File: config.mk
export PLATFORM = sky130hd
export DESIGN_NAME = obi_rr_arbiter
export DESIGN_NICKNAME = d
export VERILOG_FILES = /design/src/rtl/obi_arb_pkg.sv /design/src/rtl/obi_arb_id_fifo.sv /design/src/rtl/obi_rr_arbiter.sv
export SDC_FILE = /design/constraint.sdc
export NUM_CORES = 1
export LEC_CHECK = 0
export ABC_AREA = 1
export CORE_AREA = 5 5 122 124
export DETAILED_ROUTE_END_ITERATION = 7
export DIE_AREA = 0 0 127 129
export HOLD_SLACK_MARGIN = 0.02
export PLACE_DENSITY_LB_ADDON = 0.05
export SLEW_MARGIN = 20
export SYNTH_ARGS = -nofsm -noshare
export SYNTH_HDL_FRONTEND = slang
export SYNTH_SLANG_ARGS = --single-unit
File: constraint.sdc
create_clock -name clk_i -period 2.7 [get_ports clk_i]
set_input_delay 0.405 -clock clk_i [delete_from_list [all_inputs] [get_ports clk_i]]
set_output_delay 0.405 -clock clk_i [all_outputs]
set_load 0.01 [all_outputs]
File: src/rtl/obi_arb_pkg.sv
// obi_arb_pkg: shared state type, ID-width helper and default depth for the
// OBI round-robin arbiter and its response-routing FIFO.
package obi_arb_pkg;

   typedef enum logic [0:0] {
      ARB_IDLE = 1'b0,
      ARB_LOCK = 1'b1
   } arb_state_e;

   // Default number of granted-but-unanswered transactions tracked.
   localparam int OBI_ARB_MAX_OUTSTANDING = 4;

   // Width of a requester ID: at least one bit even for a single requester.
   function automatic int id_w(input int n);
      return ($clog2(n) > 1) ? $clog2(n) : 1;
   endfunction

endpackage

File: src/rtl/obi_arb_id_fifo.sv
// obi_arb_id_fifo: synchronous in-order FIFO holding the requester ID of each
// granted transaction until its response returns. Push and pop may occur in
// the same cycle; push is ignored when full and pop is ignored when empty.
module obi_arb_id_fifo
   import obi_arb_pkg::*;
#(
   parameter int WIDTH = 1,
   parameter int DEPTH = OBI_ARB_MAX_OUTSTANDING
) (
   input  logic                     clk_i,
   input  logic                     srst_i,
   input  logic                     push_i,
   input  logic [WIDTH-1:0]         data_i,
   input  logic                     pop_i,
   output logic [WIDTH-1:0]         data_o,
   output logic                     full_o,
   output logic                     empty_o,
   output logic [$clog2(DEPTH):0]   count_o
);

   localparam int PTR_W = $clog2(DEPTH);
   localparam int CNT_W = $clog2(DEPTH) + 1;

   logic [WIDTH-1:0] mem_q [DEPTH];
   logic [PTR_W-1:0] wr_ptr_q;
   logic [PTR_W-1:0] rd_ptr_q;
   logic [CNT_W-1:0] count_q;
   logic             do_push;
   logic             do_pop;

   assign full_o  = (count_q == CNT_W'(DEPTH));
   assign empty_o = (count_q == '0);
   assign do_push = push_i && !full_o;
   assign do_pop  = pop_i && !empty_o;
   assign data_o  = mem_q[rd_ptr_q];
   assign count_o = count_q;

   // Pointer and occupancy bookkeeping; pointers wrap naturally (DEPTH is a power of 2).
   always_ff @(posedge clk_i) begin
      if (srst_i) begin
         wr_ptr_q <= '0;
         rd_ptr_q <= '0;
         count_q  <= '0;
      end else begin
         if (do_push) wr_ptr_q <= wr_ptr_q + PTR_W'(1);
         if (do_pop)  rd_ptr_q <= rd_ptr_q + PTR_W'(1);
         if (do_push && !do_pop)      count_q <= count_q + CNT_W'(1);
         else if (!do_push && do_pop) count_q <= count_q - CNT_W'(1);
      end
   end

   // Storage write.
   // NOTE: the storage array is deliberately not reset; the pointers and count
   // define which entries are valid, so resetting the array only costs area.
   always_ff @(posedge clk_i) begin
      if (do_push) mem_q[wr_ptr_q] <= data_i;
   end

endmodule

File: src/rtl/obi_rr_arbiter.sv
// obi_rr_arbiter: shares one downstream OBI target among NUM_REQ upstream
// requesters. Round-robin on the request/grant phase, request locked until
// granted, in-order response routing through an ID FIFO.
// Build option: define OBI_ARB_FIXED_PRIO_EN for fixed priority (lowest
// index wins, no round-robin pointer); default is round-robin.
module obi_rr_arbiter
   import obi_arb_pkg::*;
#(
   parameter int NUM_REQ         = 2,
   parameter int OBI_ADDRW       = 32,
   parameter int OBI_DATAW       = 32,
   parameter int OBI_STRBW       = OBI_DATAW / 8,
   parameter int MAX_OUTSTANDING = OBI_ARB_MAX_OUTSTANDING
) (
   input  logic                                  clk_i,
   input  logic                                  srst_i,
   input  logic [NUM_REQ-1:0]                    up_req_i,
   input  logic [NUM_REQ-1:0][OBI_ADDRW-1:0]     up_addr_i,
   input  logic [NUM_REQ-1:0]                    up_we_i,
   input  logic [NUM_REQ-1:0][OBI_DATAW-1:0]     up_wdata_i,
   input  logic [NUM_REQ-1:0][OBI_STRBW-1:0]     up_be_i,
   output logic [NUM_REQ-1:0]                    up_gnt_o,
   output logic [NUM_REQ-1:0]                    up_rvalid_o,
   output logic [NUM_REQ-1:0][OBI_DATAW-1:0]     up_rdata_o,
   output logic                                  dn_req_o,
   output logic [OBI_ADDRW-1:0]                  dn_addr_o,
   output logic                                  dn_we_o,
   output logic [OBI_DATAW-1:0]                  dn_wdata_o,
   output logic [OBI_STRBW-1:0]                  dn_be_o,
   input  logic                                  dn_gnt_i,
   input  logic                                  dn_rvalid_i,
   input  logic [OBI_DATAW-1:0]                  dn_rdata_i,
   output logic [$clog2(MAX_OUTSTANDING):0]      outstanding_o,
   output logic                                  err_o
);

   localparam int ID_W = id_w(NUM_REQ);

   arb_state_e          state_q;
   arb_state_e          state_d;
   logic [ID_W-1:0]     lock_idx_q;
   logic [ID_W-1:0]     winner_idx;
   logic [ID_W-1:0]     sel_idx;
   logic [ID_W-1:0]     head_idx;
   logic [NUM_REQ-1:0]  pick_vec;
   logic                win_valid;
   logic                grant;
   logic                pop;
   logic                fifo_full;
   logic                fifo_empty;
   logic                err_q;

`ifdef OBI_ARB_FIXED_PRIO_EN
   assign pick_vec = up_req_i;
`else
   logic [ID_W-1:0]     rr_ptr_q;
   logic [NUM_REQ-1:0]  req_hi;

   // Requests at or above the pointer take precedence; otherwise wrap to the full vector.
   always_comb begin
      req_hi = '0;
      for (int i = 0; i < NUM_REQ; i++) begin
         req_hi[i] = up_req_i[i] && (ID_W'(i) >= rr_ptr_q);
      end
   end

   assign pick_vec = (|req_hi) ? req_hi : up_req_i;

   // Pointer moves to one past each granted requester, wrapping at NUM_REQ.
   always_ff @(posedge clk_i) begin
      if (srst_i) begin
         rr_ptr_q <= '0;
      end else if (grant) begin
         rr_ptr_q <= (sel_idx == ID_W'(NUM_REQ - 1)) ? '0 : sel_idx + ID_W'(1);
      end
   end
`endif

   // Winner is the lowest set bit of the (possibly masked) request vector.
   // NOTE: combinational blocks use blocking '=' so later statements see earlier
   // results; every output is given a default first so no latch is inferred.
   always_comb begin
      winner_idx = '0;
      for (int i = NUM_REQ - 1; i >= 0; i--) begin
         if (pick_vec[i]) winner_idx = ID_W'(i);
      end
   end

   // A new arbitration is only allowed while the ID FIFO has room.
   assign win_valid = (|up_req_i) && !fifo_full;

   // State and locked-winner registers.
   // NOTE: sequential blocks use non-blocking '<=' so all registers update
   // together from pre-edge values, independent of statement order.
   always_ff @(posedge clk_i) begin
      if (srst_i) begin
         state_q    <= ARB_IDLE;
         lock_idx_q <= '0;
      end else begin
         state_q <= state_d;
         if (state_q == ARB_IDLE && win_valid && !dn_gnt_i) lock_idx_q <= winner_idx;
      end
   end

   // Next state: lock an ungranted winner, release the lock on grant.
   always_comb begin
      state_d = state_q;
      case (state_q)
         ARB_IDLE: if (win_valid && !dn_gnt_i) state_d = ARB_LOCK;
         ARB_LOCK: if (dn_gnt_i)               state_d = ARB_IDLE;
         default:  state_d = ARB_IDLE;
      endcase
   end

   // Downstream request, payload mux and upstream grant; all quiet during reset.
   always_comb begin
      dn_req_o   = 1'b0;
      sel_idx    = winner_idx;
      dn_addr_o  = '0;
      dn_we_o    = 1'b0;
      dn_wdata_o = '0;
      dn_be_o    = '0;
      up_gnt_o   = '0;
      if (!srst_i) begin
         if (state_q == ARB_LOCK) begin
            dn_req_o = 1'b1;
            sel_idx  = lock_idx_q;
         end else begin
            dn_req_o = win_valid;
         end
      end
      for (int i = 0; i < NUM_REQ; i++) begin
         if (dn_req_o && sel_idx == ID_W'(i)) begin
            dn_addr_o   = up_addr_i[i];
            dn_we_o     = up_we_i[i];
            dn_wdata_o  = up_wdata_i[i];
            dn_be_o     = up_be_i[i];
            up_gnt_o[i] = dn_gnt_i;
         end
      end
   end

   assign grant = dn_req_o && dn_gnt_i;

   // A response only pops when an ID is already queued; a same-cycle grant does not count.
   assign pop = dn_rvalid_i && !fifo_empty && !srst_i;

   // Response routing: the FIFO head owns the current response, others see zero data.
   always_comb begin
      up_rvalid_o = '0;
      up_rdata_o  = '0;
      for (int i = 0; i < NUM_REQ; i++) begin
         if (pop && head_idx == ID_W'(i)) begin
            up_rvalid_o[i] = 1'b1;
            up_rdata_o[i]  = dn_rdata_i;
         end
      end
   end

   // Sticky error: a response arrived with nothing outstanding.
   always_ff @(posedge clk_i) begin
      if (srst_i) begin
         err_q <= 1'b0;
      end else if (dn_rvalid_i && fifo_empty) begin
         err_q <= 1'b1;
      end
   end

   assign err_o = err_q;

   obi_arb_id_fifo #(
      .WIDTH (ID_W),
      .DEPTH (MAX_OUTSTANDING)
   ) u_id_fifo (
      .clk_i   (clk_i),
      .srst_i  (srst_i),
      .push_i  (grant),
      .data_i  (sel_idx),
      .pop_i   (pop),
      .data_o  (head_idx),
      .full_o  (fifo_full),
      .empty_o (fifo_empty),
      .count_o (outstanding_o)
   );

endmodule

# ---- Yosys cells after proc, flatten, opt, wreduce, memory -nomap -nowiden
# Memories as Yosys holds them, arrays and structs flattened. A register that Yosys moved wholly into a read port is not among the register bits.
# Index checks and enable logic that the tools add are counted.
dict set report word_totals {
  ff_bits 11
  latchBits 0
  mem_bits_rw 4
  mem_bits_ro 0
  inputBits 176
  n_memories 1
}
# memory depth width read_ports rd_ports_with_merged_regs write_ports line_no
set mem_list {}
lappend mem_list {u_id_fifo.mem_q 4 1 1 1 1 obi_arb_id_fifo.sv:24} ;# logic [WIDTH-1:0] mem_q [DEPTH];
dict set report classes {
  addsub 5
  n_mul 0
  div 0
  magnitude_cmp 2
  eq_ne 1
  shift 0
  muxes 31
  bitwise_logic 3
  n_reduce_logical 28
}
# cell n
set op_table {}
lappend op_table {{2-to-1 mux 32 bit} 6}
lappend op_table {{logical AND 1 bit} 18}
lappend op_table {{2-to-1 mux 1 bit} 17}
lappend op_table {{2-to-1 mux 4 bit} 2}
lappend op_table {{logical NOT 1 bit} 6}
lappend op_table {{2-to-1 mux 2 bit} 3}
lappend op_table {{2-to-1 mux 3 bit} 2}
lappend op_table {{adder 2 x 1 -> 2 bit, second input constant} 2}
lappend op_table {{OR reduction 2 bit} 2}
lappend op_table {{adder 3 x 1 -> 3 bit, second input constant} 1}
lappend op_table {{equality test 3 bit, second input constant} 1}
lappend op_table {{logical NOT 3 bit} 1}
lappend op_table {{inverter 1 bit} 3}
lappend op_table {{subtractor 3 x 1 -> 3 bit, second input constant} 1}
lappend op_table {{greater-or-equal comparator 1 bit, first input constant} 2}
lappend op_table {{one-hot mux 1 bit (2 select lines)} 1}
lappend op_table {{nonzero test 2 bit} 1}
lappend op_table {{adder 1 bit, second input constant} 1}

# ---- Longest topological paths before layout
# Gate-level depths: netlist (run 1).
dict set report logic_depth {
  depth_word 12
  ltp_mapped 14
  mapped_depth_nobuf 14
}

# ---- Modules after synthesis
# A second synthesis (run 1) with hierarchy kept.
dict set report hier_totals {
  cells_unflattened 461
  area_unflattened_um2 2371.0
}
# module n_inst cells_each area_per_inst_um2 seq_area_each_um2
set by_module_without_submodules {}
lappend by_module_without_submodules {obi_rr_arbiter 1 380 1704.1 80.1}
lappend by_module_without_submodules {obi_arb_id_fifo 1 81 666.9 300.3}

# ---- Worst setup path before layout (run 1)
# No wires, ideal clock.
dict set report synth_path {
  path_type {flip-flop to flip-flop}
  startpoint {reg u_id_fifo.count_q[0] (netlist: u_id_fifo.count_o[0])}
  endpoint {reg u_id_fifo.count_q[2] (netlist: u_id_fifo.count_o[2])}
  setup_time_ns 0.070
  arrival_ns 2.114
  setup_slack_ns 0.517
  stages_incl_launch_ff 15
  path_buffers 0
  synth_period_minus_slack_ns 2.183
  path_cell_list {dfxtp_1 -> nor2_1 -> nand2_1 -> nand3_1 -> nand2_1 -> nand3_1 -> inv_1 -> ha_1 -> inv_1 -> fa_1 -> nor2_1 -> nor2_1 -> nand2_1 -> o21ai_0 -> a21oi_1}
}
dict set report synth_between {
  elab_chain_cells 10
}
# element line_no
set synth_lines {}
lappend synth_lines {{start, declared} obi_arb_id_fifo.sv:27} ;# logic [CNT_W-1:0] count_q;
lappend synth_lines {{start signal, assigned} obi_arb_id_fifo.sv:47} ;# if (do_push && !do_pop) count_q <= count_q + CNT_W'(1);
lappend synth_lines {{start signal, assigned} obi_arb_id_fifo.sv:48} ;# else if (!do_push && do_pop) count_q <= count_q - CNT_W'(1);
lappend synth_lines {{equality test 3 bit *} obi_arb_id_fifo.sv:31} ;# assign full_o = (count_q == CNT_W'(DEPTH));
lappend synth_lines {{logical NOT 1 bit *} {obi_arb_id_fifo.sv:33, obi_rr_arbiter.sv:90}}
lappend synth_lines {{logical AND 1 bit} obi_rr_arbiter.sv:90} ;# assign win_valid = (|up_req_i) && !fifo_full;
lappend synth_lines {{2-to-1 mux 1 bit} obi_rr_arbiter.sv:125} ;# if (state_q == ARB_LOCK) begin
lappend synth_lines {{2-to-1 mux 1 bit} obi_rr_arbiter.sv:124} ;# if (!srst_i) begin
lappend synth_lines {{logical AND 1 bit} obi_rr_arbiter.sv:143} ;# assign grant = dn_req_o && dn_gnt_i;
lappend synth_lines {{logical AND 1 bit *} obi_arb_id_fifo.sv:33} ;# assign do_push = push_i && !full_o;
lappend synth_lines {{via u_id_fifo.do_push} obi_arb_id_fifo.sv:28} ;# logic do_push;
lappend synth_lines {{logical NOT 1 bit} obi_arb_id_fifo.sv:48}
lappend synth_lines {{logical AND 1 bit} obi_arb_id_fifo.sv:48}
lappend synth_lines {{nonzero test 2 bit (no line)} n/a}
# Mark *: on every way through the listed nets, which the timed path passes. The rest lies on a longest branch. The select of a mux whose other input is x is not followed.
# A chain may end at the register's enable or synchronous reset.

# ---- Worst setup path in the final report (run 1)
dict set report layout_path {
  startpoint {in up_req_i[0]}
  endpoint {out dn_wdata_o[8]}
}
dict set report layout_between {
  elab_chain_cells 11
}
# element line_no
set layout_lines {}
lappend layout_lines {{start, declared} obi_rr_arbiter.sv:17} ;# input logic [NUM_REQ-1:0] up_req_i,
lappend layout_lines {{logical AND 1 bit} obi_rr_arbiter.sv:63} ;# req_hi[i] = up_req_i[i] && (ID_W'(i) >= rr_ptr_q);
lappend layout_lines {{OR reduction 2 bit} obi_rr_arbiter.sv:67} ;# assign pick_vec = (|req_hi) ? req_hi : up_req_i;
lappend layout_lines {{2-to-1 mux 2 bit} obi_rr_arbiter.sv:67}
lappend layout_lines {{2-to-1 mux 1 bit (2 in series)} obi_rr_arbiter.sv:85} ;# if (pick_vec[i]) winner_idx = ID_W'(i);
lappend layout_lines {{2-to-1 mux 1 bit} obi_rr_arbiter.sv:125}
lappend layout_lines {{2-to-1 mux 1 bit} obi_rr_arbiter.sv:124}
lappend layout_lines {{inverter 1 bit} obi_rr_arbiter.sv:133} ;# if (dn_req_o && sel_idx == ID_W'(i)) begin
lappend layout_lines {{logical AND 1 bit} obi_rr_arbiter.sv:133}
lappend layout_lines {{2-to-1 mux 32 bit} obi_rr_arbiter.sv:133}
lappend layout_lines {{2-to-1 mux 32 bit *} obi_rr_arbiter.sv:133}
lappend layout_lines {{end, declared} obi_rr_arbiter.sv:28} ;# output logic [OBI_DATAW-1:0] dn_wdata_o,
# Mark *: on every way between the ends. The rest lies on a longest branch, timed or not.

==> impl_metrics.csv, run 1 <==
group,metric,value,unit
outcome,run_status,"finished, final reports clean",
die,die_y,129,um
critical_path,critical_path_peak_fanout,18,
clock_network,clk_pin_slew,0.05,ns
timing,fin_clk_skew,0.00511,ns
timing,setup-tns-final,0,ns
critical_path,critical_path_class,"input pin to output port",
timing,max_clock_freq,0.385,GHz
timing,finalWorstSetupSlack,0.101,ns
synth,synth.yosys.warnings,0,
synth,post_synth_inst_count,453,
die,cell_rows,43,
drt,route.vias.total,4067,
critical_path,critical_path.top_delay_family,"buffers and inverters",
synth,seq_area_frac_synth,16.4,%
global_route,grt.total_usage,17.4,%
pwr,swShare,42.0,%
synth,syn_avg_cell_area,5.12,um2
pwr,vdd_drop_max,0.262,mV
critical_path,timing.critical_path.cells,"clkdlybuf4s50_1, nand2_1, nand2_1, a21oi_4, buf_8, nand3_1, nand2_1, clkdlybuf4s50_1",
timing,worst_slew_margin_relative_to_its_limit,83.8,%
critical_path,cp_num_buf_inv,3,
drt,dr.pass1.iters,4,
layout,number_of_fill_cells_in_the_layout,1476,
pwr,seq_power_share,14.3,%
critical_path,worstPathRequired,2.30,ns
timing,worst-slew-pin-transition,0.242,ns
clock_network,ctsHoldBuffers,0,
pwr,leakage_component_of_the_power,3.00,nW
drt,viasPerCell,4.29,
synth,post_synth_main_area_contributors,"sky130_fd_sc_hd__nand3_1, sky130_fd_sc_hd__nand2_1, sky130_fd_sc_hd__nor2_1",
pwr,power_frac_clock,11.7,%
clock_network,tritoncts_clock_tree,"done",
clock_network,clockRootBuffer,"sky130_fd_sc_hd__clkbuf_16",
drt,wirelength,15600,um
placed_design,dpl.cell_count,934,
critical_path,critical_path.most_common_cell,"sky130_fd_sc_hd__nand2_1",
critical_path,critPathArrivalTime,2.19,ns
pwr,total_switching_power,0.00105,W
clock_network,num_clock_sinks,17,
critical_path,cp_peak_stage_delay,0.55,ns
drt,detailroute.wirelength.met3,1500,um
drt,detailedRoute.firstIterationViolations,136,
layout,final_cells,947,
placed_design,dp.final_hpwl,12900,um
pwr,cellPowerDensity,421,nW/um2
drt,met2_wire_length,8080,um
timing,rsz0062_at_grt,"true",
drt,drtAntennaViolNets,0,
critical_path,critical_path.endpoint_type,"output port",
timing,post-route-period-util,96.3,%
drt,drcViolationCount,0,
global_route,grt_antenna_before_repair,2,
critical_path,critical_path_s_slowest_cell,"sky130_fd_sc_hd__clkdlybuf4s50_1",
global_route,number_of_global_route_vias_before_repair,4117,
timing,setup-violations-final,0,
synth,synth_flop_cell,"sky130_fd_sc_hd__dfxtp_1",
drt,drt-wirelength-per-cell,16.5,um
timing,post-route-min-period,2.60,ns
synth,synth.net_count,635,
global_route,grt_pass1_wl,22700,um
critical_path,reg2reg_setup_slack,0.25,ns
pwr,power.share.combinational,74.0,%
placed_design,io_buffers,317,
layout,most-common-layout-cells,"sky130_fd_sc_hd__clkdlybuf4s50_1, sky130_fd_sc_hd__nand3_1, sky130_fd_sc_hd__nand2_1",
global_route,grt.overflow.total,0,
drt,m1WireLength,5670,um
hold_path,timing.hold.worst.class,"flop to flop",
clock_network,clk_path_buf_depth,2,
synth,post_synth_num_cell_types,19,
synth,synth.top_cell.area_share,31.1,%
critical_path,setup.worst_path.start_class,"input pin",
synth,postSynthRegisterBits,17,
global_route,grt_max_degree,49,
pwr,cellInternalPower,0.00146,W
synth,synth_top_cell_by_area,"sky130_fd_sc_hd__nand3_1",
placed_design,detailedPlace.worstSlack,-0.247,ns
timing,final.hold.worst_slack,0.463,ns
die,initial_core_util,17.0,%
clock_network,cts_htree_levels,1,
timing,finalMaxSlewViolations,0,
die,fp.dieArea,16400,um2
timing,hold_viol,0,
layout,most_common_cell_after_layout_fill_and_taps_aside,"sky130_fd_sc_hd__clkdlybuf4s50_1",
flow_run,cap_viol_max_count,0,
clock_network,clk_latency,0.25,ns
layout,layout-drive-gt1-share,4.97,%
pwr,design_power_total,0.00251,W
layout,syn2layout_area_growth,157,%
layout,layout.nets,948,
synth,synth-async-reset-ratio,0,%
placed_design,globalplace.congestion,0.891,
die,die_w,127,um
clock_network,cts-buffers-inserted,3,
synth,edff_count_synth,4,
die,floorplan.io_pins,318,
synth,netlist_area,2320,um2
die,core,13700,um2
drt,top_signal_layer_used,"met5",
-- Yosys cell counts, types with 2 or more instances --
cell,number
sky130_fd_sc_hd__dfxtp_1,13
sky130_fd_sc_hd__nand4_1,2
sky130_fd_sc_hd__buf_2,10
sky130_fd_sc_hd__edfxtp_1,4
sky130_fd_sc_hd__ha_1,5
sky130_fd_sc_hd__nand2_1,90
sky130_fd_sc_hd__inv_1,57
sky130_fd_sc_hd__nand3_1,144
sky130_fd_sc_hd__o21ai_0,5
sky130_fd_sc_hd__a21oi_1,9
sky130_fd_sc_hd__nor2_1,82
sky130_fd_sc_hd__clkbuf_1,24
sky130_fd_sc_hd__inv_2,2
-- power by group through the flow --
| stage | Sequential, W | Combinational, W | Clock (W) |
|---|---|---|---|
| after floorplan | 0.000370 | 0.000791 | 0 |
| after global placement | 0.000364 | 0.00191 | 0 |
| after detailed placement | 0.000367 | 0.00191 | 0 |
| after CTS | 0.000362 | 0.00186 | 0.000299 |
| after global routing | 0.000372 | 0.00203 | 0.000314 |
| final | 0.000360 | 0.00186 | 0.000293 |
-- tightest hold or removal path, cell delays in order, from the launching register on --
cell and delay, ns:
sky130_fd_sc_hd__dfxtp_1 0.31, sky130_fd_sc_hd__inv_1 0.05, sky130_fd_sc_hd__a21oi_1 0.06
-- through the flow --
step                      utilization, %  instance area, um2
after detailed placement            42.6                5820
after global routing                43.6                5960
after CTS                           43.1                5890
final                               43.7                5970
after floorplan                        -                2320
after global placement              42.6                5820
-- final cells by class --
class,count,area (um2),area share [%]
sequential,17,380,6.37
inverter,59,221,3.71
clock buffer,3,75.1,1.26
multi-input combinational,342,1590,26.6
tap,180,225,3.77
antenna,2,5.00,0.0839
clock inverter,1,5.00,0.0839
timing repair buffer,343,3470,58.1
-- cell families (layout without fill, tap and decap cells) --
group | Yosys count | in the layout | share of synthesized area (%)
and+or+nand+nor | 320 | 320 | 59.9
AOI/OAI and AO/OA | 15 | 15 | 3.72
xor gates and xnor gates | 1 | 1 | 0.377
other | 0 | 2 | 0
adders and majority gates | 6 | 6 | 3.56
buffers and inverters | 94 | 406 | 16.1
DFF | 17 | 17 | 16.4
-- what timing repair did --
item                       in CTS  in global routing
setup buffers                   2                  3
cloned                          1                  1
setup endpoints to repair      83                 15
pin swaps                       0                  1
gates resized for setup        72                  7
-- path summary, 6_finish.rpt --
kind                                          start                           endpoint  cells past startpoint
setup / recovery                        up_req_i[0]                      dn_wdata_o[8]                      8
hold / removal                   err_o$_SDFFE_PP0P_                 err_o$_SDFFE_PP0P_                      2
setup reg to reg  u_id_fifo.count_o[0]$_SDFFE_PP0P_  u_id_fifo.count_o[2]$_SDFFE_PP0P_                     16
hold reg to reg                  err_o$_SDFFE_PP0P_                 err_o$_SDFFE_PP0P_                      2
-- metal layers --
| metal | track usage [%] | up-vias |
|---|---|---|
| li1 | - | 2066 |
| met1 | 18.4 | 1796 |
| met2 | 32.3 | 181 |
| met3 | 6.93 | 22 |
| met4 | 4.73 | 2 |
| met5 | 0 | - |
No activity file was read; power rests on OpenSTA's default activity.
==> inputs of run 2 (changes only) <==
--- a/config.mk
+++ b/config.mk
@@ -6,9 +6,9 @@
 export NUM_CORES = 1
 export LEC_CHECK = 0
 export ABC_AREA = 1
-export CORE_AREA = 5 5 122 124
+export CORE_AREA = 2 2 122 124
 export DETAILED_ROUTE_END_ITERATION = 7
-export DIE_AREA = 0 0 127 129
+export DIE_AREA = 0 0 124 126
 export HOLD_SLACK_MARGIN = 0.02
 export PLACE_DENSITY_LB_ADDON = 0.05
 export SLEW_MARGIN = 20
==> impl_metrics.csv, run 2 (synthesis gave the netlist of run 1 again) <==
group,metric,value,unit
timing,rsz0062_at_grt,"true",
clock_network,ctsHoldBuffers,0,
placed_design,dp.final_hpwl,11600,um
timing,finalMaxSlewViolations,0,
clock_network,clockRootBuffer,"sky130_fd_sc_hd__clkbuf_16",
critical_path,worst_r2r_startpoint,"u_id_fifo.count_o[0]$_SDFFE_PP0P_",
critical_path,cp_peak_stage_delay,0.53,ns
drt,route.vias.total,4039,
layout,layout-drive-gt1-share,6.46,%
layout,layout.nets,957,
clock_network,clk_path_buf_depth,2,
global_route,grt_max_degree,34,
placed_design,globalplace.congestion,0.871,
die,initial_core_util,16.2,%
timing,hold_viol,0,
layout,stdcell_area,6210,um2
die,core,14300,um2
critical_path,critPathArrivalTime,2.31,ns
drt,drcViolationCount,0,
clock_network,num_clock_sinks,17,
global_route,grt.overflow.total,0,
drt,dr.pass1.iters,4,
global_route,grt_pass1_wl,21100,um
layout,number_of_fill_cells_in_the_layout,1537,
critical_path,critical_path_peak_fanout,12,
flow_run,cap_viol_max_count,0,
critical_path,critical_path.top_delay_family,"buffers and inverters",
timing,post-route-period-util,101,%
outcome,run_status,"finished with violations",
hold_path,timing.hold.worst.class,"flop to flop",
critical_path,worst-path-stages,10,
global_route,grt_antenna_before_repair,1,
layout,layout.area.seq,380,um2
critical_path,cp_num_buf_inv,6,
pwr,vdd_drop_max,0.232,mV
critical_path,cp-startpoint,"srst_i",
die,cell_rows,44,
critical_path,reg2reg_setup_slack,0.37,ns
clock_network,clk_latency,0.25,ns
drt,viasPerCell,4.21,
timing,worst_slew_margin_relative_to_its_limit,84.3,%
drt,detailedRoute.firstIterationViolations,104,
timing,max_clock_freq,0.368,GHz
pwr,leakage_component_of_the_power,3.39,nW
critical_path,worstPathRequired,2.30,ns
timing,setup-violations-final,1,
outcome,violated_checks,"setup timing",
critical_path,critical_path.endpoint,"dn_wdata_o[23]",
layout,most_common_cell_after_layout_fill_and_taps_aside,"sky130_fd_sc_hd__clkdlybuf4s50_1",
die,floorplan.io_pins,318,
clock_network,cts_htree_levels,1,
placed_design,detailedPlace.worstSlack,-0.171,ns
critical_path,critical_path.endpoint_type,"output port",
critical_path,timing.critical_path.cells,"clkdlybuf4s50_1, inv_2, buf_4, nand3_4, nand2_8, buf_12, buf_4, nand3_1, nand2_1, clkdlybuf4s50_1",
critical_path,critical_path_s_slowest_cell,"sky130_fd_sc_hd__clkdlybuf4s50_1",
clock_network,tritoncts_clock_tree,"done",
critical_path,critical_path_class,"input pin to output port",
timing,fin_clk_skew,0.00636,ns
drt,drt-wirelength-per-cell,15.0,um
placed_design,place_area,5890,um2
drt,wirelength,14400,um
drt,drtAntennaViolNets,0,
placed_design,io_buffers,317,
timing,worst-slew-pin-transition,0.233,ns
die,fp.dieArea,15600,um2
layout,multiInputGateArea,1620,um2
clock_network,cts-buffers-inserted,3,
global_route,number_of_global_route_vias_before_repair,3966,
layout,syn2layout_area_growth,168,%
clock_network,clk_pin_slew,0.05,ns
pwr,cellPowerDensity,420,nW/um2
timing,setup-tns-final,-0.0180,ns
critical_path,timing.reg2reg.worst_path_depth,15,
critical_path,timing.rr.end,"u_id_fifo.count_o[2]$_SDFFE_PP0P_",
die,die_w,124,um
die,die_y,126,um
critical_path,setup.worst_path.start_class,"input pin",
timing,finalWorstSetupSlack,-0.0180,ns
layout,most-common-layout-cells,"sky130_fd_sc_hd__clkdlybuf4s50_1, sky130_fd_sc_hd__nand3_1, sky130_fd_sc_hd__nand2_1",
timing,post-route-min-period,2.72,ns
global_route,grt.total_usage,17.3,%
## run 2: changes by cell type in the layout (fill, tap and decap cells not counted), sizes merged, moves of 3 or more
cell           change
dlygate4sd2       -18
buf                +8
dlymetal6s2s      +22
clkdlybuf4s50     -10
clkbuf             +4
clkdlybuf4s15      +3
## run 2: through the flow
step                      hold WS [ns]  total power [W]  util [%]  cells
after floorplan                  0.436          0.00116         -    453
after global placement           0.442          0.00228      41.1    945
after detailed placement         0.442          0.00229      41.1    945
after CTS                        0.454          0.00262      42.3    955
after global routing             0.495          0.00284      43.4    959
final                            0.454          0.00261      43.4    959
## run 2: how the worst min path moves through the flow
stage | start | end | slack (ns) | depth (start not counted)
4_1_cts | err_o$_SDFFE_PP0P_ | err_o$_SDFFE_PP0P_ | 0.45 | 2
5_1_grt | u_id_fifo.rd_ptr_q[1]$_SDFFE_PP0P_ | flop | 0.49 | 2
3_5_place_dp | err_o$_SDFFE_PP0P_ | err_o$_SDFFE_PP0P_ | 0.44 | 2
3_3_place_gp | err_o$_SDFFE_PP0P_ | err_o$_SDFFE_PP0P_ | 0.44 | 2
6_report | err_o$_SDFFE_PP0P_ | err_o$_SDFFE_PP0P_ | 0.45 | 2
2_1_floorplan | u_id_fifo.rd_ptr_q[1]$_SDFFE_PP0P_ | flop | 0.44 | 2
## run 2: layer usage
layer	up-vias	GRT usage (%)	share of wire (%)
met3	16	5.39	8.7
li1	2085	-	-
met1	1775	16.9	35
met5	-	0	0
met2	163	34.8	55
met4	0	3.44	1.4
## run 2: cell type report
type | instances | area share, %
well taps | 184 | 3.70
clock buffers | 4 | 1.27
repair buffers | 352 | 59.1
multi-input cells | 342 | 26.1
flip-flops and latches | 17 | 6.12
diodes | 1 | 0.0403
inverters | 59 | 3.68
## run 2: where the power goes
group          leakage (nW)  switching [W]  internal (W)
Sequential            0.144      0.0000461      0.000317
Combinational          3.21       0.000925       0.00103
Clock                0.0382      0.0000916      0.000200
## run 2: tightest hold or removal path, cell delays in order (launching register included)
cell,delay (ns)
sky130_fd_sc_hd__dfxtp_1,0.31
sky130_fd_sc_hd__inv_1,0.05
sky130_fd_sc_hd__a21oi_1,0.06
## run 2: what timing repair did
item                       4_1_cts  5_1_grt
gates cloned                     3        1
setup buffers                    3        2
gates resized for setup         60       48
setup endpoints to repair       73       58
==> inputs of run 3 (changes only) <==
--- a/config.mk
+++ b/config.mk
@@ -6,9 +6,10 @@
 export NUM_CORES = 1
 export LEC_CHECK = 0
 export ABC_AREA = 1
-export CORE_AREA = 2 2 122 124
+export CORE_AREA = 2 2 123 125
 export DETAILED_ROUTE_END_ITERATION = 7
-export DIE_AREA = 0 0 124 126
+export DIE_AREA = 0 0 125 127
+export DONT_BUFFER_PORTS = 1
 export HOLD_SLACK_MARGIN = 0.02
 export PLACE_DENSITY_LB_ADDON = 0.05
 export SLEW_MARGIN = 20
==> impl_metrics.csv, run 3 (synthesis gave the netlist of run 1 again) <==
group,metric,value,unit
global_route,grt_max_degree,145,
layout,multiInputGateArea,1580,um2
critical_path,critical_path.endpoint_type,"output port",
die,core,14400,um2
timing,finalWorstSetupSlack,0.367,ns
die,die_y,127,um
die,cell_rows,44,
drt,drt-wirelength-per-cell,16.5,um
hold_path,min_path_cells,1,
outcome,run_status,"finished, final reports clean",
layout,insertedDiodeCount,0,
timing,fin_clk_skew,0.00118,ns
die,die_w,125,um
clock_network,cts-buffers-inserted,3,
pwr,cellPowerDensity,603,nW/um2
timing,post-route-min-period,2.33,ns
global_route,grt_pass1_wl,14300,um
pwr,design_power_total,0.00173,W
timing,max_clock_freq,0.429,GHz
critical_path,setup.worst_path.start_class,"flop",
flow_run,cap_viol_max_count,0,
clock_network,cts_htree_levels,1,
timing,final.hold.worst_slack,0.220,ns
clock_network,ctsHoldBuffers,0,
critical_path,worstPathRequired,2.30,ns
timing,worst_slew_margin_relative_to_its_limit,75.7,%
timing,setup-tns-final,0,ns
clock_network,clk_path_buf_depth,2,
critical_path,critPathArrivalTime,1.93,ns
layout,final_cells,646,
placed_design,detailedPlace.worstSlack,0.432,ns
timing,hold_viol,0,
drt,wirelength,10700,um
clock_network,tritoncts_clock_tree,"done",
timing,worst-slew-pin-transition,0.361,ns
drt,drcViolationCount,0,
placed_design,dp.final_hpwl,8390,um
layout,most-common-layout-cells,"sky130_fd_sc_hd__nand3_1, sky130_fd_sc_hd__nand2_1, sky130_fd_sc_hd__nor2_1",
layout,layout.nets,645,
layout,most_common_cell_after_layout_fill_and_taps_aside,"sky130_fd_sc_hd__nand3_1",
pwr,vdd_drop_max,0.197,mV
placed_design,io_buffers,0,
timing,post-route-period-util,86.4,%
placed_design,globalplace.congestion,0.739,
global_route,grt.total_usage,11.2,%
clock_network,clk_latency,0.25,ns
layout,number_of_fill_cells_in_the_layout,1695,
clock_network,num_clock_sinks,17,
critical_path,timing.reg2reg.worst_path_depth,14,
timing,finalMaxSlewViolations,0,
global_route,grt.overflow.total,0,
die,fp.dieArea,15900,um2
timing,setup-violations-final,0,
pwr,leakage_component_of_the_power,1.59,nW
timing,rsz0062_at_grt,"false",
die,floorplan.io_pins,318,
layout,layout.area.seq,380,um2
clock_network,clk_pin_slew,0.05,ns
die,initial_core_util,16.1,%
drt,route.vias.total,2952,
critical_path,critical_path_class,"flop to output port",
layout,syn2layout_area_growth,23.3,%
global_route,grt_antenna_before_repair,0,
hold_path,timing.hold.worst.class,"input pin to flop",
drt,dr.pass1.iters,4,
placed_design,dpl.cell_count,641,
drt,detailedRoute.firstIterationViolations,104,
global_route,number_of_global_route_vias_before_repair,2588,
drt,viasPerCell,4.57,
critical_path,critical_path_peak_fanout,73,
drt,drtAntennaViolNets,0,
clock_network,clockRootBuffer,"sky130_fd_sc_hd__clkbuf_16",
layout,layout-drive-gt1-share,10.6,%
run 3: critical path: stages, from the launching register on:
cell,delay (ns)
sky130_fd_sc_hd__dfxtp_1,0.46
sky130_fd_sc_hd__nor2_1,0.12
sky130_fd_sc_hd__nand2_1,0.16
sky130_fd_sc_hd__nand3_1,0.14
sky130_fd_sc_hd__nand2_4,0.14
sky130_fd_sc_hd__buf_16,0.24
sky130_fd_sc_hd__inv_1,0.09
sky130_fd_sc_hd__nor3_1,0.30
run 3: cell type report:
cell class / count / share of cell area [%]
Clock inverter: 1 / 0.175
Multi-Input combinational cell: 342 / 55.0
Timing Repair Buffer: 40 / 13.1
Clock buffer: 3 / 2.62
Inverter: 59 / 7.74
Tap cell: 184 / 8.04
Sequential cell: 17 / 13.3
run 3: repair_timing:
| action | in CTS | in global routing |
|---|---|---|
| setup buffers | 0 | 0 |
| gates resized for setup | 0 | 1 |
| setup endpoints to repair | 0 | 2 |
run 3: where the power goes:
group	switching (W)	internal, W	leakage (nW)
logic	0.000736	0.000313	1.40
registers	0.0000605	0.000317	0.144
clock network	0.000101	0.000198	0.0409
run 3: layer usage:
metal | wire, um | vias up | global-route usage (%)
met5 | 0 | - | 0
met4 | 55 | 0 | 1.37
met3 | 680 | 4 | 2.18
met2 | 6230 | 150 | 24.2
met1 | 3690 | 1345 | 11.1
li1 | - | 1453 | -
run 3: path summary, 6_finish.rpt:
path                                 startpoint                           endpoint  slack, ns
max           u_id_fifo.count_o[0]$_SDFFE_PP0P_                        up_gnt_o[0]       0.37
min                                      srst_i                 err_o$_SDFFE_PP0P_       0.22
max reg2reg   u_id_fifo.count_o[0]$_SDFFE_PP0P_  u_id_fifo.count_o[2]$_SDFFE_PP0P_       0.42
min reg2reg  u_id_fifo.rd_ptr_q[1]$_SDFFE_PP0P_                               flop       0.47
run 3: through the flow:
stage	utilization (%)	cell area [um2]
after floorplan	-	2320
after global placement	19.1	2750
after detailed placement	19.1	2750
after CTS	19.6	2830
after global routing	19.8	2860
final	19.8	2860
==> patch 1 (config.mk and constraints of run 1) <==
Put one more register stage on the output `err_o`, without a reset. The value now appears one clock later. The other outputs are not delayed to match.
--- a/src/rtl/obi_rr_arbiter.sv
+++ b/src/rtl/obi_rr_arbiter.sv
@@ -168,3 +168,5 @@
 
-   assign err_o = err_q;
+   always_ff @(posedge clk_i) begin
+      err_o <= err_q;
+   end
 
Behaviour: not the same (a bounded check fails within 4 cycles, from zero or initial values and one cycle with srst_i high).
==> patch 1 against run 1 <==
- sequential cell count rose by 1
- largest power group unchanged
- first-iteration DRC count fell by 30%
- setup slack got worse by 35 ps
- area after synthesis rose by 3.7%
- cell area rose by 2.3%
- clock power barely moved
- hold slack got worse by 110 ps
- critical endpoint is now up_rdata_o[41]
- wire length fell by 6.0%
- utilization rose by 1.0 points
- die area did not move
- total power rose by 1.8%
- highest routed layer is now met4
==> patch 1: results (changes against run 1) <==
Logic synthesis
  – EDFF count, synth: 4 (unchanged)
  – Mapped Cells: 456 (+0.66%)
  – Largest cells by area after synthesis: nand3_1, nand2_1, dfxtp_1
  – Post-synth top cells: nand3_1, nand2_1, inv_1
  – Synthesized Nets: 638 (+0.47%)
  – Seq/Total Area, Yosys: 16.6% (+0.24 points)
  – Yosys cell types: 22 (+3)
  – Synth warnings: 0 (unchanged)
  – Asr flop ratio synth: 0% (unchanged)
  – Synth Flop Type: dfxtp_1

Placed design
  – DP HPWL: 11900 um (-7.8%)
  – Place WS: -109 ps (+138 ps)
  – DP Area: 0.00593 mm^2 (+1.9%)
  – Routability Congestion: 0.825 (-7.4%)
  – Inst Count DP: 938 (+0.43%)

Global route
  – First-pass GRT wire length: 21800 um (-3.7%)
  – Vias in the first global route: 4272 (+3.8%)
  – Pin count of the biggest net entering global routing: 44 (-10%)
  – GRT Overall Usage: 16.4% (-1.1 points)
  – Initial antenna violation count: 1 (-1)

Clock tree
  – CTS Buffer Depth: 2 (unchanged)
  – Clk slew on worst S/H paths: 50 ps (about the same)
  – Inserted Clock Buffers: 3 (unchanged)
  – Htree depth: 1 (unchanged)
  – Latest clock arrival within the worst-skew pair: 240 ps

Detailed routing
  – Via density: 4.38 (+2.1%)
  – Iter 0 DRT Violations: 95 (-30%)
  – Detail-routed net length per standard cell: 15.4 um (-6.4%)
  – WL final: 14600 um (-6.0%)
  – DRT Pass-1 Iters: 6 (+2)

Setup path
  – CP Data Arrival Time: 2230 ps (+40 ps)
  – Crit path max fanout: 22 (+4)

Final layout
  – Layout cells sized above 1: 5.71% (+0.75 points)
  – Filler cells: 1468 (-0.54%)
  – Fin nets: 953 (+0.53%)

STA
  – Worst slew margin: 77.5% (-6.3 points)
  – Max-slew violations: 0 (unchanged)
  – Skew final: 2.92 ps (-2.19 ps)

Power
  – Max VDD drop: 213 uV (-19%)
  – Leak: 3.58 nW (+19%)
  – Int Pwr: 1.46 mW (about the same)

Status
  – Status: finished, final reports clean
## patch 1: power groups by stage
stage / Clock, mW / Combinational [mW] / Sequential (mW)
global placement: 0 / 1.98 / 0.395
floorplan: 0 / 0.855 / 0.398
detailed placement: 0 / 1.99 / 0.397
global route: 0.312 / 2.08 / 0.404
CTS: 0.299 / 1.90 / 0.392
finish: 0.292 / 1.87 / 0.392
## patch 1: layout make-up
cell class                 count  area, um^2  share of cell area (%)
sequential                    18         400                    6.56
multi-input combinational    342        1640                    26.8
inverter                      57         216                    3.55
tap                          180         225                    3.69
clock inverter                 1        3.75                  0.0615
timing repair buffer         349        3540                    58.0
antenna                        1        2.50                  0.0410
clock buffer                   3        75.1                    1.23
## patch 1: worst paths after layout
path	start	cells after the start	slack [ps]	endpoint
setup / recovery	srst_i	8	70	up_rdata_o[41]
hold / removal	err_q$_SDFFE_PP0P_	0	350	err_o$_DFF_P_
setup reg to reg	u_id_fifo.count_o[0]$_SDFFE_PP0P_	15	400	u_id_fifo.count_o[2]$_SDFFE_PP0P_
hold reg to reg	err_q$_SDFFE_PP0P_	0	350	err_o$_DFF_P_
## patch 1: worst max-delay path, stage by stage
cell,delay (ps)
clkdlybuf4s50_1,440
inv_2,90
buf_4,140
buf_4,140
nand2_2,90
buf_12,170
nor3_1,190
clkdlybuf4s50_1,570
## patch 1: logic make-up after synthesis
| group | count (synthesis) | synth area share, % |
|---|---|---|
| simple gates | 319 | 59.4 |
| compound gates | 15 | 3.69 |
| buf+inv | 96 | 16.1 |
| fa+ha+maj | 6 | 3.43 |
| flops | 18 | 16.6 |
| xor+xnor | 2 | 0.728 |
## patch 1: timing repair
item                                    CTS  global route
pin swaps                                 1             1
cloned                                    2             1
endpoints found under the setup margin  102            21
gates resized for setup                 110            31
setup buffers                             3             2
## patch 1: metal layers
metal | up-vias | track usage [%] | part of all wire [%]
li1 | 2110 | - | -
met1 | 1880 | 15.7 | 34
met2 | 168 | 33.7 | 56
met3 | 10 | 5.27 | 8.9
met4 | 0 | 3.47 | 1.3
met5 | - | 0 | 0
==> patch 2 (settings of run 1) <==
Made on the original files. Build with the macro `OBI_ARB_FIXED_PRIO_EN` defined.
--- a/src/rtl/obi_rr_arbiter.sv
+++ b/src/rtl/obi_rr_arbiter.sv
@@ -5,2 +5,4 @@
 // index wins, no round-robin pointer); default is round-robin.
+`define OBI_ARB_FIXED_PRIO_EN
+
 module obi_rr_arbiter
Check against the original RTL: not equivalent (Yosys sat finds a counterexample within 4 cycles, from zero or initial values and one cycle with srst_i high).
==> patch 2 against run 1 <==
- hold slack improved by 0.67 ps
- sequential cell count down 1
- wire length down 2.8%
- total power down 17%
- via count barely moved
- cell area increased by 0.46%
- utilization up 0.20 points
- setup slack got worse by 4.7 ps
- area after synthesis up 1.7%
- largest power group unchanged
==> patch 2: results (changes against run 1) <==
Placed design
  – Inst Count DP: 926 (-0.86%)
  – DP Area: 0.00579 mm^2 (-0.41%)

STA
  – Final period util: 96.4% (+0.17 points)
  – Skew final: 1.74 ps (-3.37 ps)
  – Worst hold margin: 463 ps (+0.668 ps)
  – Worst slew margin: 82.1% (-1.7 points)

Final layout
  – Filler cells: 1461 (-1.0%)
  – Multi-input gates: 338 (-1.2%)
  – Layout cells sized above 1: 5.80% (+0.84 points)
  – Final instance area: 0.00599 mm^2 (+0.46%)
  – Register Area: 360 um^2 (-5.3%)
  – Number of logic inverters in the finished layout: 53 (-10%)
  – Layout non-clock buf frac: 59.2% (+1.0 points)
  – Fin nets: 941 (-0.74%)
  – Diode count: 0 (-2)
  – # clk buffers: 4 (+1)
  – Area taken by multi-input logic gates: 0.00158 mm^2 (-0.16%)

Power
  – Clock Power Share: 14.5% (+2.8 points)
  – Clock group: 300 uW (+2%)
  – Max VDD drop: 191 uV (-27%)
  – Leak: 3.12 nW (+4.0%)
  – Combinational cell fraction of total power: 70.5% (-3.5 points)
  – Net Switching: 821 uW (-22%)

Logic synthesis
  – Synth Register Bits: 16 (-1)
  – Mapped Cells: 443 (-2.2%)
  – Synthesized Nets: 625 (-1.6%)
  – Synth Area in XOR/XNOR: 0.371% (-0.0064 points)
  – Complex-gate fraction of the synthesized area: 3.55% (-0.17 points)
  – Yosys cell types: 21 (+2)

Setup path
  – Crit path max fanout: 33 (+15)
  – FF-to-FF setup slack: 440 ps (+190 ps)
  – R2R cell count: 14 (-2)

Detailed routing
  – Detail-routed net length per standard cell: 16.1 um (-1.9%)
  – WL final: 15100 um (-2.8%)
  – Via count: 4071 (+0.098%)
  – Iter 0 DRT Violations: 116 (-15%)

Global route
  – GRT Overall Usage: 16.9% (-0.54 points)
  – Initial antenna violation count: 0 (-2)
  – Vias in the first global route: 3998 (-2.9%)

Status
  – Status: finished, final reports clean
## patch 2: cell types whose count changed after synthesis, sizes merged, moves of 2 or more
cell,before,now
buf,11,36
inv,59,53
o21ai,5,7
nor2,82,76
clkbuf,24,0
## patch 2: final timing paths
kind,start,end
max,srst_i,up_rdata_o[39]
min,err_o$_SDFFE_PP0P_,err_o$_SDFFE_PP0P_
max reg2reg,u_id_fifo.count_o[0]$_SDFFE_PP0P_,u_id_fifo.count_o[2]$_SDFFE_PP0P_
min reg2reg,err_o$_SDFFE_PP0P_,err_o$_SDFFE_PP0P_
## patch 2: metal layers
layer | wire (um) | part of all wire, % | vias up | GRT usage (%)
met3 | 1610 | 11 | 11 | 6.31
met1 | 5210 | 34 | 1795 | 17.1
met4 | 146 | 0.96 | 0 | 2.40
met5 | 0 | 0 | - | 0
met2 | 8170 | 54 | 217 | 33.6
li1 | - | - | 2048 | -
## patch 2: what timing repair did
item                       in CTS  in global routing
setup endpoints to repair      70                 14
cloned                          3                  0
buffers inserted                3                  2
gates resized for setup        67                 14
